<file path="src/rtl/regena_pkg.sv">
`timescale 1ns/1ps
// regena_pkg
// Shared definitions for the regena_loader serial word loader:
//   state_t      FSM state encoding (binary: IDLE=0, SHIFT=1, PAR=2)
//   REGENA_W     default data word width
//   cnt_width()  bit-counter width for a given word width, clog2(WIDTH+1)
package regena_pkg;

   localparam int REGENA_W = 8;

   typedef enum logic [1:0] {
      ST_IDLE  = 2'd0,
      ST_SHIFT = 2'd1,
      ST_PAR   = 2'd2
   } state_t;

   // The counter must be able to hold WIDTH itself, since it reaches WIDTH
   // while the parity bit is pending.
   function automatic int cnt_width(input int w);
      return $clog2(w + 1);
   endfunction

endpackage

</file>
<file path="src/rtl/regena_loader_shreg.sv">
`timescale 1ns/1ps
// regena_loader_shreg
// Shift register, bit counter and running data parity for regena_loader.
// Ports:
//   clock, reset      clock and asynchronous active-low reset
//   start             load din as bit 1 of a new frame (count=1)
//   shift             shift din into the word, count+1
//   clear             return count and parity to 0 (overrides shift's count)
//   din               serial data bit
//   word              assembled shift register contents
//   word_next         word as it will look after this cycle's shift/start
//   count             number of data bits held
//   parity            XOR of the data bits held
module regena_loader_shreg
   import regena_pkg::*;
#(
   parameter int WIDTH     = REGENA_W,
   parameter int MSB_FIRST = 1,
   parameter int CW        = cnt_width(WIDTH)
) (
   input  logic             clock,
   input  logic             reset,
   input  logic             start,
   input  logic             shift,
   input  logic             clear,
   input  logic             din,
   output logic [WIDTH-1:0] word,
   output logic [WIDTH-1:0] word_next,
   output logic [CW-1:0]    count,
   output logic             parity
);

   // A new frame shifts into an all-zero register so the stale partial word
   // never leaks into the next one.
   logic [WIDTH-1:0] base;

   always_comb begin
      base = start ? '0 : word;
      if (MSB_FIRST != 0) word_next = {base[WIDTH-2:0], din};
      else                word_next = {din, base[WIDTH-1:1]};
   end

   always_ff @(posedge clock or negedge reset) begin
      if (!reset) begin
         word   <= '0;
         count  <= '0;
         parity <= 1'b0;
      end else if (start) begin
         word   <= word_next;
         count  <= CW'(1);
         parity <= din;
      end else begin
         if (shift) word <= word_next;
         if (clear) begin
            count  <= '0;
            parity <= 1'b0;
         end else if (shift) begin
            count  <= count + CW'(1);
            parity <= parity ^ din;
         end
      end
   end

endmodule

</file>
<file path="src/rtl/regena_loader.sv">
`timescale 1ns/1ps
// regena_loader
// Deserialises a framed serial bit stream into WIDTH-bit words for the
// enabled holding register, strobing ena for one cycle per good word and
// pulsing frame_err on premature start-of-frame (or parity mismatch).
// Optional feature macro: REGENA_LOADER_PARITY_EN adds an even-parity bit
// after the WIDTH data bits (PAR state).
// Ports:
//   clock      rising-edge clock
//   reset      asynchronous active-low reset
//   sin_valid  serial bit qualifier
//   sin_data   serial data bit
//   sin_sof    start-of-frame marker (meaningful only with sin_valid)
//   R          last complete word (registered)
//   ena        one-cycle load strobe, cycle after the final bit
//   busy       frame in progress (registered)
//   frame_err  one-cycle error pulse
//   dbg_state  current FSM state
// Handshake: a bit is transferred on every rising edge where sin_valid=1;
// there is no back-pressure, the loader accepts every valid bit.
module regena_loader
   import regena_pkg::*;
#(
   parameter int WIDTH     = REGENA_W,
   parameter int MSB_FIRST = 1
) (
   input  logic             clock,
   input  logic             reset,
   input  logic             sin_valid,
   input  logic             sin_data,
   input  logic             sin_sof,
   output logic [WIDTH-1:0] R,
   output logic             ena,
   output logic             busy,
   output logic             frame_err,
   output logic [1:0]       dbg_state
);

   localparam int CW = cnt_width(WIDTH);

   state_t           state;
   logic             sr_start, sr_shift, sr_clear;
   logic [WIDTH-1:0] word, word_next;
   logic [CW-1:0]    count;
   logic             parity;
   logic             last_bit;

   // True when the bit currently offered would be data bit number WIDTH.
   assign last_bit  = (count == CW'(WIDTH - 1));
   assign dbg_state = state;

   always_comb begin
      sr_start = 1'b0;
      sr_shift = 1'b0;
      sr_clear = 1'b0;
      if (sin_valid) begin
         case (state)
            ST_IDLE:  sr_start = sin_sof;
            ST_SHIFT: begin
               if (sin_sof) sr_start = 1'b1;
               else begin
                  sr_shift = 1'b1;
`ifndef REGENA_LOADER_PARITY_EN
                  sr_clear = last_bit;
`endif
               end
            end
`ifdef REGENA_LOADER_PARITY_EN
            ST_PAR: begin
               // The parity bit itself is never shifted into the word.
               if (sin_sof) sr_start = 1'b1;
               else         sr_clear = 1'b1;
            end
`endif
            default: ;
         endcase
      end
   end

   regena_loader_shreg #(
      .WIDTH     (WIDTH),
      .MSB_FIRST (MSB_FIRST),
      .CW        (CW)
   ) u_shreg (
      .clock     (clock),
      .reset     (reset),
      .start     (sr_start),
      .shift     (sr_shift),
      .clear     (sr_clear),
      .din       (sin_data),
      .word      (word),
      .word_next (word_next),
      .count     (count),
      .parity    (parity)
   );

   always_ff @(posedge clock or negedge reset) begin
      if (!reset) begin
         state     <= ST_IDLE;
         R         <= '0;
         ena       <= 1'b0;
         busy      <= 1'b0;
         frame_err <= 1'b0;
      end else begin
         ena       <= 1'b0;
         frame_err <= 1'b0;
         if (sin_valid) begin
            case (state)
               ST_IDLE: begin
                  if (sin_sof) begin
                     state <= ST_SHIFT;
                     busy  <= 1'b1;
                  end
               end
               ST_SHIFT: begin
                  if (sin_sof) begin
                     frame_err <= 1'b1;
                  end else if (last_bit) begin
`ifdef REGENA_LOADER_PARITY_EN
                     state <= ST_PAR;
`else
                     R     <= word_next;
                     ena   <= 1'b1;
                     state <= ST_IDLE;
                     busy  <= 1'b0;
`endif
                  end
               end
`ifdef REGENA_LOADER_PARITY_EN
               ST_PAR: begin
                  if (sin_sof) begin
                     frame_err <= 1'b1;
                     state     <= ST_SHIFT;
                  end else begin
                     state <= ST_IDLE;
                     busy  <= 1'b0;
                     // Even parity: data XOR parity bit must be zero.
                     if (parity == sin_data) begin
                        R   <= word;
                        ena <= 1'b1;
                     end else begin
                        frame_err <= 1'b1;
                     end
                  end
               end
`endif
               default: begin
                  state <= ST_IDLE;
                  busy  <= 1'b0;
               end
            endcase
         end
      end
   end

endmodule
</file>
<file path="config.mk">
export PLATFORM = sky130hd
export DESIGN_NAME = regena_loader
export DESIGN_NICKNAME = d
export VERILOG_FILES = /design/src/rtl/regena_pkg.sv /design/src/rtl/regena_loader_shreg.sv /design/src/rtl/regena_loader.sv
export SDC_FILE = /design/constraint.sdc
export NUM_CORES = 1
export LEC_CHECK = 0
export ABC_AREA = 0
export CORE_ASPECT_RATIO = 1.75
export CORE_MARGIN = 10
export CORE_UTILIZATION = 40
export CTS_CLUSTER_SIZE = 40
export DETAILED_ROUTE_END_ITERATION = 12
export DONT_BUFFER_PORTS = 1
export PLACE_DENSITY = 0.63
export SLEW_MARGIN = 20
export SYNTH_ARGS = -nofsm -noshare
export SYNTH_HDL_FRONTEND = slang
export SYNTH_SLANG_ARGS = --single-unit
</file>
<file path="constraint.sdc">
create_clock -name clock -period 2.12 [get_ports clock]
set_clock_uncertainty 0.1 [all_clocks]
set_input_delay 0.318 -clock clock [delete_from_list [all_inputs] [get_ports clock]]
set_output_delay 0.318 -clock clock [all_outputs]
set_load 0.01 [all_outputs]
</file>
* After elaboration in Yosys (flattened, before gate mapping)
Cells that the tools add are included.
Word-level totals: bits in registers 24, bits of input ports 5, output and inout bits 13, logic and storage cells 48
Operators by class: $add $sub $neg 1, equal/unequal tests 5, multiplexer cells 29, bitwise gates (word level) 1, reduce and logical (&&, ||, !) cells 5
Operators with widths (count):
- $mux W7 | 3
- $mux W1 | 17
- $mux W4 | 3
- $reduce_and A4 Y1 | 2
- $mux W2 | 3
- $ne A2 B2 Y1 const B | 3
- $add A4 B1 Y4 const B | 1
- $eq A4 B3 Y1 const B | 1
- $pmux W1 S2 | 2
- $pmux W2 S2 | 1
- $reduce_bool A3 Y1 | 1
- $eq A2 B1 Y1 const B | 1
- $logic_not A2 Y1 | 1
- $reduce_bool A2 Y1 | 1
- $not A1 Y1 | 1

* Depth between registers and ports, before layout
depth after elaboration 6, mapped depth 5, mapped depth without buffers 4

* By module
Synthesis repeated with hierarchy kept, for this count alone.
Unflattened totals: cells, all modules 81, area total of the unflattened synthesis 1153.6 um2
By module, submodules not included:
- regena_loader_shreg | instances 1, cells an instance 50, area an instance 643.1 um2, sequential area each 325.3 um2
- regena_loader | instances 1, cells an instance 31, area an instance 510.5 um2, sequential area each 275.3 um2

* Worst setup path before layout
Ideal clock, no wire load.
kind reg2reg, from reg u_shreg.count[0], to reg R[0], library setup time 0.125 ns, arrival time 1.420 ns, required time 1.895 ns, path slack 0.475 ns, cell stages (with the launch flop) 5, buffers on the path 0, period minus slack after synthesis 1.645 ns, path through dfrtp_1 > ha_1 > nand3b_1 > nor3_4 > mux2_2
On the way: cells in the longest elaborated chain, start to end 2
RTL lines:
- from (decl) | line regena_loader_shreg.sv:29 | output logic [CW-1:0] count,
- from (signal assigned) | line regena_loader_shreg.sv:58 | count <= count + CW'(1);
- $eq A4 B3 Y1 | line regena_loader.sv:49 | assign last_bit = (count == CW'(WIDTH - 1));
- $reduce_and A4 Y1 (no source line)
- to (signal assigned) | line regena_loader.sv:122 | R <= word_next;
- to (decl) | line regena_loader.sv:32 | output logic [WIDTH-1:0] R,
Every way passes these cells. A chain may end at the register's enable or synchronous reset.

* Final worst setup path
Ends and elaborated chain as after synthesis.

==> results.cfg <==
[run_status]
status = finished clean

[floorplan]
ioPinCount = 18
core.rowCount = 23
die_h_microns = 85.76
coreArea_sq_um = 2331
initial_utilization_pct = 42.40
die_w_microns = 57.58
die_area_sq_um = 4938

[power]
powerDensity_nw_per_um2 = 948.0
vdd_drop_max_mv = 0.4612
power.total_uw = 995.2
p_leak_uw = 0.0004669

[synthesis]
synth_nets = 87
synth.avg_cell_area_sq_um = 12.20
synth_top_area_share_pct = 55.70
synth_area_sq_um = 988.4
synth_cells = 81
synth_seq_cells = 22
async_flop_share_pct = 100.0
synth.area.top_cells = dfrtp_1 (56%), mux2_2 (10%), o2bb2ai_1 (7.1%), nor2b_1 (3.8%), a21oi_1 (3.5%)
ys_types = 26
yosys.area.top_type = dfrtp_1
ys_seq_area_share_pct = 55.70
synth_edf_count = 0
synth_ff_type = dfrtp_1
yosysWarnings = 0

[clocking]
clock_latency_ps = 250
ctsResizeCount = 0
numCtsBuffers = 3
hold_buffers = 1
cts.sinks = 22
clockBufferDepth = 2
cts_max_level = 1
cts_tree = yes
cts.reportedPaths.clkPinSlew_ps = 70
cts_setup_buffers = 0
root_buffer = clkbuf_8

[routing]
avgRoutedWirePerCell_microns = 17.21
vias = 613
drt_iter0_drc = 14
drt_first_pass_iters = 2
ant_nets = 0
drc = 0
vias_per_cell = 5.783
wl_mm = 1.824

[timing]
finalCritPeriodShare_pct = 85.21
setup_slack_ps = 313.6
finalMaxSlewViolations = 0
fin_crit_ps = 1806
setup_violations = 0
tns_ps = 0
finalHoldViolations = 0
max_freq_mhz = 553.6
grt_setup_unrepaired = false

[hold_path]
hold_end = u_shreg.word[1]
hold_depth = 1
hp-class = in2reg
holdCritStartpoint = sin_sof

[layout]
finish.utilization_pct = 45.03
fillCellCount = 201
seq_area_sq_um = 550.5
finalNetCount = 89
multi_input_area_sq_um = 400.4
syn2layout_area_growth_pct = 6.203
final_cells = 106
final_layout_size_suffix_gt1_share_pct = 20.99
antennaDiodeCount = 0

[global_route]
antenna_found_initial = 0
grt_max_degree = 23
grt_pass1_vias = 612
grt-ovfl-total = 0
grt_pass1_wl_mm = 3.077
grt_usage_pct = 7.692

[setup_path]
cp_max_fo = 9
r2r-end = R[0]
r2r_start = u_shreg.count[0]
required_ps = 2160
worst-setup-path-type = reg2reg
reg2regPathDepth = 4
endpoint_kind = flip-flop
cp-start-kind = flip-flop
cp.arrival_ps = 1850
reg2reg_slack_ps = 310

[place]
dpl.cell_count = 101
post-place-ws_ps = 301.3
portBuffers = 0
dpl.hpwl_mm = 1.333
gp_congestion = 0.7583

[run]
max_cap_viol_count = 0
==> state kept, by name, summed over array words and instances, names as in the netlist <==
name / flops
u_shreg.word: 7
ena: 1
u_shreg.count: 4
busy: 1
frame_err: 1
R: 8
==> cell type report <==
class,count,area share (%)
Inverter,1,0.3576
Multi-Input combinational cell,52,38.14
Tap cell,25,2.980
Clock buffer,3,3.933
Sequential cell,22,52.44
Timing Repair Buffer,3,2.145
==> Yosys cell counts, drive strengths merged (2+ instances only) <==
| cell type | n |
|---|---|
| buf | 3 |
| nor2b | 6 |
| dfrtp | 22 |
| nand2 | 3 |
| nor3 | 2 |
| clkbuf | 3 |
| o21ai | 3 |
| o2bb2ai | 8 |
| a21oi | 7 |
| mux2 | 9 |
==> kinds of logic after synthesis <==
family                   synth area share (%)
buffers and inverters                   3.797
multiplexers                            11.27
other                                  0.3794
AO/OA/AOI/OAI                           14.05
adder cells (fa/ha/maj)                 1.266
flip-flops                              55.70
AND/OR/NAND/NOR                         13.55
==> worst max-delay path by stage <==
stage,from,to,slack [ps],cells after the start
6_report,u_shreg.count[0],R[0],310,4
2_1_floorplan,u_shreg.count[0],R[0],480,4
3_5_place_dp,u_shreg.count[0],R[7],300,4
3_3_place_gp,u_shreg.count[0],R[4],360,4
5_1_grt,u_shreg.count[0],R[5],150,4
4_1_cts,u_shreg.count[0],R[6],290,4
==> critical path, stage by stage (launching register included) <==
cell	delay, ps
dfrtp_1	390
ha_1	240
nand3b_1	160
nor3_4	420
mux2_2	390
==> per-stage QoR <==
stage,hold WS [ps],instance area (sq um)
after floorplan,-77.59,988.4
after global placement,-76.77,993.5
after detailed placement,-76.66,993.5
after CTS,33.66,1045
after global routing,38.22,1050
final,41.01,1050
==> report_power, final <==
| group | switching [uW] | internal (uW) |
|---|---|---|
| Clock | 119 | 126 |
| Sequential | 80.9 | 493 |
| Combinational | 85.2 | 90.7 |
==> routing by layer <==
layer | GRT usage, % | routed length [microns] | vias to the layer above
met3 | 2.806 | 100 | 2
met2 | 12.84 | 954 | 8
met5 | 0 | 0 | -
met4 | 4.077 | 24 | 0
met1 | 8.069 | 744 | 309
li1 | - | - | 294
==> placed cells by master, fill, tap and decap left out <==
| cell | netlist | routed |
|---|---|---|
| a22o_1 | 1 | 1 |
| clkbuf_8 | 0 | 3 |
| nand4_1 | 1 | 1 |
| a21oi_1 | 7 | 7 |
| nor3b_1 | 1 | 1 |
| buf_4 | 3 | 1 |
| nand2_1 | 3 | 3 |
| o21ai_0 | 3 | 3 |
| dlygate4sd3_1 | 0 | 1 |
| nor2b_1 | 6 | 6 |
| and4b_2 | 1 | 1 |
| clkinv_1 | 1 | 1 |
| o2bb2ai_1 | 8 | 8 |
| mux2_2 | 9 | 9 |
| nor3_4 | 1 | 1 |
| nor3_1 | 1 | 1 |
| a221o_1 | 1 | 1 |
| ha_1 | 1 | 1 |
| conb_1 | 1 | 1 |
| and3b_2 | 1 | 1 |
| nand3_1 | 1 | 1 |
| nor2_1 | 1 | 1 |
| nand3b_1 | 1 | 1 |
| and2_1 | 1 | 1 |
| dfrtp_1 | 22 | 22 |
| buf_2 | 0 | 1 |
| mux2i_1 | 1 | 1 |
| and3_1 | 1 | 1 |
Note: power is estimated with default switching activity, not from simulation.
